## config.mk

```make
export PLATFORM = sky130hd
export DESIGN_NAME = tlb_refill_walker
export DESIGN_NICKNAME = d
export VERILOG_FILES = /design/src/rtl/tlb_refill_walker.sv
export SDC_FILE = /design/constraint.sdc
export NUM_CORES = 1
export LEC_CHECK = 0
export ABC_CLOCK_PERIOD_IN_PS = 4000
export CAP_MARGIN = 10
export CORE_AREA = 2 2 107 109
export DETAILED_ROUTE_END_ITERATION = 10
export DIE_AREA = 0 0 109 111
export PLACE_DENSITY = 0.8
export SETUP_SLACK_MARGIN = 0.5
export SYNTH_ARGS = -nofsm -noshare
export SYNTH_HDL_FRONTEND = slang
export SYNTH_SLANG_ARGS = --single-unit
export TNS_END_PERCENT = 100
```

## constraint.sdc

```tcl
create_clock -name clk -period 4 [get_ports clk]
set_input_delay 0.6 -clock clk [delete_from_list [all_inputs] [get_ports clk]]
set_output_delay 0.6 -clock clk [all_outputs]
set_load 0.1 [all_outputs]
```

## src/rtl/tlb_refill_walker.sv

```systemverilog
// tlb_refill_walker: two-level page-table walker in front of the TLB fill port.
// On a miss (start) it reads the L1 PTE, then the L2 PTE, and issues a one-cycle
// TLB write of {pid, vpn} -> ppn. An invalid PTE or a bus timeout produces a
// one-cycle fault pulse with a code. Only one walk is in flight at a time.
//
// Ports:
//   clk, rst                 clock, asynchronous active-high reset
//   start/kmode/pid/vaddr/ptbr  walk request; the request fields are latched when start is taken in IDLE
//   abort                    cancel the walk, with no TLB write and no fault
//   mem_req/mem_addr/mem_ready  read request channel (single outstanding)
//   mem_rvalid/mem_rdata     read response, one per accepted request
//   tlb_we/tlb_key/tlb_data  TLB fill strobe and payload
//   busy/done/fault/fault_code  walker status; done and fault are one-cycle pulses
module tlb_refill_walker #(
  parameter int PA_W    = 18,
  parameter int PPN_W   = PA_W - 12,
  parameter int TIMEOUT = 255
) (
  input  logic            clk,
  input  logic            rst,
  input  logic            start,
  input  logic            kmode,
  input  logic [11:0]     pid,
  input  logic [31:0]     vaddr,
  input  logic [PA_W-1:0] ptbr,
  input  logic            abort,
  output logic            mem_req,
  output logic [PA_W-1:0] mem_addr,
  input  logic            mem_ready,
  input  logic            mem_rvalid,
  input  logic [31:0]     mem_rdata,
  output logic            tlb_we,
  output logic [31:0]     tlb_key,
  output logic [31:0]     tlb_data,
  output logic            busy,
  output logic            done,
  output logic            fault,
  output logic [7:0]      fault_code
);
  localparam int CNT_W = $clog2(TIMEOUT + 1);

  typedef enum logic [2:0] {
    IDLE, L1_REQ, L1_WAIT, L2_REQ, L2_WAIT, FILL, FAULT, DRAIN
  } state_t;

  state_t           state, state_nxt;
  logic [CNT_W-1:0] cnt;
  logic             kmode_q;
  logic [11:0]      pid_q;
  logic [19:0]      vpn_q;
  logic [7:0]       code_nxt;
  logic             in_wait, tmo;
  logic [PPN_W-1:0] pte_ppn;
  logic             unused;

  assign pte_ppn = mem_rdata[12 +: PPN_W];
  assign in_wait = state inside {L1_WAIT, L2_WAIT, DRAIN};
  // This cycle is the TIMEOUT-th without a response: give up now.
  assign tmo     = in_wait && !mem_rvalid && (cnt >= CNT_W'(TIMEOUT - 1));
  assign unused  = ^{ptbr[11:0], vaddr[11:0], mem_rdata[31:12+PPN_W], mem_rdata[11:1]};

  always_comb begin
    state_nxt = state;
    code_nxt  = 8'h00;
    case (state)
      IDLE:    if (start && !abort) state_nxt = L1_REQ;
      L1_REQ:  if (abort) state_nxt = IDLE; else if (mem_ready) state_nxt = L1_WAIT;
      L2_REQ:  if (abort) state_nxt = IDLE; else if (mem_ready) state_nxt = L2_WAIT;
      L1_WAIT, L2_WAIT: begin
        if (abort) begin
          // A response landing with the abort is already consumed; nothing to drain.
          if (mem_rvalid || tmo) state_nxt = IDLE;
          else                   state_nxt = DRAIN;
        end else if (mem_rvalid) begin
          if (!mem_rdata[0]) begin
            state_nxt = FAULT;
            code_nxt  = kmode_q ? 8'h85 : 8'h84;
          end else if (state == L1_WAIT) begin
            state_nxt = L2_REQ;
          end else begin
            state_nxt = FILL;
          end
        end else if (tmo) begin
          state_nxt = FAULT;
          code_nxt  = 8'h86;
        end
      end
      DRAIN:   if (mem_rvalid || tmo) state_nxt = IDLE;
      default: state_nxt = IDLE;
    endcase
  end

  always_ff @(posedge clk or posedge rst) begin
    if (rst) begin
      state      <= IDLE;
      cnt        <= '0;
      kmode_q    <= 1'b0;
      pid_q      <= '0;
      vpn_q      <= '0;
      mem_req    <= 1'b0;
      mem_addr   <= '0;
      tlb_we     <= 1'b0;
      tlb_key    <= '0;
      tlb_data   <= '0;
      busy       <= 1'b0;
      done       <= 1'b0;
      fault      <= 1'b0;
      fault_code <= '0;
    end else begin
      state      <= state_nxt;
      // Status and strobes are decoded from the next state so they leave a flop.
      busy       <= (state_nxt != IDLE);
      mem_req    <= (state_nxt == L1_REQ) || (state_nxt == L2_REQ);
      tlb_we     <= (state_nxt == FILL);
      done       <= (state_nxt == FILL);
      fault      <= (state_nxt == FAULT);
      fault_code <= code_nxt;

      // Counter is held at zero during REQ so WAIT always starts from 0; it
      // keeps running through DRAIN and saturates instead of wrapping.
      if (state == L1_REQ || state == L2_REQ)
        cnt <= '0;
      else if (in_wait && !mem_rvalid && cnt != CNT_W'(TIMEOUT))
        cnt <= cnt + 1'b1;

      if (state == IDLE && state_nxt == L1_REQ) begin
        kmode_q  <= kmode;
        pid_q    <= pid;
        vpn_q    <= vaddr[31:12];
        mem_addr <= {ptbr[PA_W-1:12], vaddr[31:22], 2'b00};
      end
      if (state == L1_WAIT && state_nxt == L2_REQ)
        mem_addr <= {pte_ppn, vpn_q[9:0], 2'b00};
      if (state == L2_WAIT && state_nxt == FILL) begin
        tlb_key  <= {pid_q, vpn_q};
        tlb_data <= 32'(pte_ppn);
      end
    end
  end
endmodule

```

Yosys cells after proc, flatten, opt, wreduce, memory -nomap -nowiden
Cells that the tools add are included.
{"block": "totals", "ff_bits": 112, "input_bits": 101, "output_inout_bits": 95, "wordCells": 66}
{"block": "op_classes", "n_addsub": 1, "order_cmp": 1, "n_eq_ne": 10, "muxes": 23, "n_reduce_logical": 18}
{"cell": "8-bit 2-to-1 mux", "n": 7}
{"cell": "18-bit 2-to-1 mux", "n": 2}
{"cell": "3-bit 2-to-1 mux", "n": 12}
{"cell": "3-bit one-hot mux with 5 select lines", "n": 1}
{"cell": "3-bit equality test, second input constant", "n": 4}
{"cell": "3-bit by 2-bit equality test with 1-bit output, second input constant", "n": 3}
{"cell": "8-bit by 1-bit adder with 8-bit output, second input constant", "n": 1}
{"cell": "8-bit >= comparator, second input constant", "n": 1}
{"cell": "8-bit != test, second input constant", "n": 1}
{"cell": "1-bit logical AND", "n": 7}
{"cell": "3-bit by 1-bit equality test with 1-bit output, second input constant", "n": 2}
{"cell": "3-bit nonzero test", "n": 2}
{"cell": "2-bit nonzero test", "n": 2}
{"cell": "3-bit zero test", "n": 1}
{"cell": "1-bit logical OR", "n": 3}
{"cell": "1-bit zero test", "n": 2}
{"cell": "2-bit OR reduction", "n": 1}
{"cell": "1-bit 2-to-1 mux", "n": 1}

Logic depth before layout (Yosys ltp)
{"block": "depth", "ltp_word": 12, "ltp_mapped": 10, "depth_no_buf": 8}

Worst setup path before layout
No wires, ideal clock.
{"block": "synth_timing", "kind": "input to register", "start": "in mem_rvalid", "end": "reg tlb_key[1]", "setup_ps": 126, "arrival_ps": 2291, "required_time_ps": 3874, "slack_ps": 1582, "cell_stages": 8, "path_buffers": 3, "path_cell_list": "clkbuf_1 a21oi_1 or2_2 a31oi_1 and4b_4 buf_6 buf_8 mux2_4"}
{"block": "synth_between", "elab_chain_len": 9, "word_cells_on_any_way": 12, "classes_between": "1 x eq/ne; 6 x mux; 5 x reduce/logical"}
{"item": "start, declared", "line": "30", "rtl": "input logic mem_rvalid,"}
{"item": "1-bit zero test", "line": "59", "rtl": "assign tmo = in_wait && !mem_rvalid && (cnt >= CNT_W'(TIMEOUT - 1));"}
{"item": "1-bit logical AND (2 in series)", "line": "59"}
{"item": "3-bit 2-to-1 mux / 1-bit logical OR (equally long branches)", "line": "83, 72, 88"}
{"item": "3-bit 2-to-1 mux, on equally long branches", "line": "74, 72"}
{"item": "3-bit 2-to-1 mux", "line": "70", "rtl": "if (abort) begin"}
{"item": "3-bit one-hot mux with 5 select lines (*)", "line": "65", "rtl": "case (state)"}
{"item": "3-bit equality test (*)", "line": "134", "rtl": "if (state == L2_WAIT && state_nxt == FILL) begin"}
{"item": "1-bit logical AND (*)", "line": "134"}
{"item": "end signal, assigned", "line": "135", "rtl": "tlb_key <= {pid_q, vpn_q};"}
{"item": "end, declared", "line": "33", "rtl": "output logic [31:0] tlb_key,"}
Every way passes the cells marked *; elsewhere a longest branch is shown, timed or not.
A chain may end at the register's enable or synchronous reset.

Final worst setup path
{"block": "layout_timing", "start": "in mem_rvalid", "end": "reg tlb_key[22]"}
Same word-level chain as after synthesis.

==> metrics.csv <==
stage,metric,value,unit
worst_setup_path,crit path launch type,primary input,
synth,synthesized area,4620,um^2
worst_setup_path,Worst EP arrival,3330,ps
sta,Final Skew,11.1,ps
cts,Num CTS Buffers,9,
placement,detailed placement HPWL,7.39,mm
cts,CTS max path bufs,2,
cells_and_area,synthesis-to-finish area growth,31.6,%
route,vias per cell,4.86,
sta,Final Hold Viols,0,
cells_and_area,register area,2630,um^2
cts,Hold Buf Count CTS,0,
die,I/O Pins,196,
die,# rows,39,
route,DRT Pass-1 Iters,5,
sta,Final Cycle Share,0.775,
die,width of the die,109,um
cells_and_area,number of fill cells,1000,
sta,Slew headroom,0.321,
grt,total global routing overflow,0,
route,drt wl/cell,15.1,um
sta,Final setup viols,0,
cts,cts repair resizes,0,
grt,vias in the first global route,3498,
worst_setup_path,CP max-delay cell,and4b_4,
grt,largest net degree at the start of global routing,43,
synth,post-synth top area cell,dfrtp_1,
worst_setup_path,"CP delay by family, top",simple AND/OR/NAND/NOR gates,
route,antenna-violating nets left,0,
hold_path,worst hold path class,flip-flop to flip-flop,
placement,port buffer count,114,
run,Max-Cap Viols,0,
cts,CTS Sinks,105,
die,core region area,11100,um^2
outcome,status,completed,
cts,H-tree lvl count,3,
sta,Final Max Slew Viols,0,
grt,Overall Global Routing Usage,0.181,
route,via count,3346,
synth,Syn. warnings,0,
sta,post-layout minimum cycle time,3100,ps
synth,asr flop ratio synth,1.00,
grt,initial antenna violation count,0,
cells_and_area,ant diodes,0,
sta,RSZ-0062 raised after global routing,no,
cts,clock slew at reported path FFs,70,ps
route,residual DRC count,0,
cells_and_area,final net count,643,
worst_setup_path,crit path kind,primary input to flip-flop,
worst_setup_path,delay of the slowest critical-path stage,790,ps
synth,Synth top cells by count,"136 x nand2_1, 105 x dfrtp_1, 36 x buf_4",
synth,predominant post-synthesis flop cell,dfrtp_1,
route,1st-iter DRT viols,277,
cts,"Clk Latency, worst-skew pair",340,ps
cells_and_area,share of cells above drive strength 1,0.125,
cts,CTS Root Cell,clkbuf_16,
route,WL final,10.4,mm
synth,Post-Syn Instances,432,
cts,Post-CTS Setup Inserts,0,
sta,Slew @ Worst Pin,1020,ps
sta,Fin Setup TNS,0,ps
worst_setup_path,worst-path fanout max,39,
synth,synth top area cells,"dfrtp_1 57%, nand2_1 11%, mux2_2 7.1%",
synth,Mean Syn Cell Area,10.7,um^2
grt,first-pass GRT wire length,17.2,mm
sta,Hold Slack,472,ps
synth,share of the synthesized area in the top cell type,0.569,
cts,CTS tree,built,
worst_setup_path,CP Buf/Inv Count,1,
placement,routability cong.,0.872,
synth,most common cell in the netlist,nand2_1,
worst_setup_path,CP Data Required Time,4230,ps
cells_and_area,area of the multi-input gates,1750,um^2
die,initial core utilization,0.417,
die,die area,12100,um^2
sta,Fmax achieved,0.323,GHz
die,Die Span Y,111,um
synth,flop and latch count out of synthesis,105,
worst_setup_path,worst-path cell chain,clkdlybuf4s50_1 > nand2_1 > a22o_1 > nand3_1 > a31oi_1 > and4b_4 > mux2_2,
synth,post-synthesis sequential area ratio,0.569,
synth,synth unique cells,43,
synth,Post-synth EDFFs,0,
worst_setup_path,CP endpoint kind,flip-flop,
[sequential cells by signal, indices dropped and copies added, names as in the netlist]
| name | cells |
|---|---|
| mem_req | 1 |
| vpn_q | 20 |
| busy | 1 |
| fault_code | 3 |
| pid_q | 12 |
| kmode_q | 1 |
| tlb_data | 6 |
| done | 1 |
| tlb_key | 32 |
| mem_addr | 16 |
| state | 3 |
| cnt | 8 |
| fault | 1 |
[logic make-up after synthesis]
family	after synthesis	share of synthesized area
and+or+nand+nor	189	0.175
DFF	105	0.569
buffers and inverters	56	0.0799
muxes	45	0.115
AOI/OAI and AO/OA	25	0.0379
xor gates and xnor gates	9	0.0171
adders and majority gates	2	0.00542
other	1	0.000812
[path summary, 6_finish.rpt]
check	from	end	slack, ps	depth (start not counted)
min in group asynchronous	rst	kmode_q	650	2
worst max register to register	state[1]	tlb_key[22]	1100	6
max in group asynchronous	rst	cnt[0]	2530	3
worst min-delay path	pid_q[3]	pid_q[3]	470	2
worst max-delay path	mem_rvalid	tlb_key[22]	900	7
worst min register to register	pid_q[3]	pid_q[3]	470	2
[per-layer routing]
layer	global-route usage	vias to the layer above	share of wire
met4	0.0462	0	0.013
met5	0	-	0
met3	0.0459	12	0.056
met2	0.305	99	0.52
li1	-	1575	-
met1	0.230	1660	0.41
[cell usage in the layout, fill, tap and decap left out, types with 2 or more instances in the layout]
cell             count
a21oi_1              5
a41oi_1              2
buf_4                4
clkbuf_16            9
clkdlybuf4s50_1    114
clkinv_4             2
conb_1              32
dfrtp_1            105
ha_1                 2
inv_1                2
inv_8                2
mux2_2              29
mux2_4               9
mux2i_1              7
nand2_1            136
nand3_1             16
nand4_1              6
nor2_1              14
nor3_1               5
o21ai_0              8
xnor2_1              3
xor2_1               6
[through the flow]
step / setup WS (ps) / cell area, um^2 / utilization / cells
after CTS: 951 / 6080 / 0.549 / 688
final: 900 / 6080 / 0.549 / 688
after global placement: 707 / 5760 / 0.520 / 672
after floorplan: 639 / 4730 / - / 463
after detailed placement: 639 / 5760 / 0.520 / 672
after global routing: 764 / 6080 / 0.549 / 688
[cell type report]
cell class                 instances  share of cell area
timing repair buffer             119               0.196
tap                              143              0.0294
inverter                           3             0.00227
sequential                       105               0.432
clock inverter                     7              0.0142
multi-input combinational        302               0.289
clock buffer                       9              0.0371
[tightest hold or removal path, cell delays in order (launching register included)]
cell	delay, ps
dfrtp_1	340
nand2_1	50
nand2_1	50
Power is left out: the tool's default activity adds up to more than one toggle a clock period on the data nets, which glitch-free logic cannot reach.
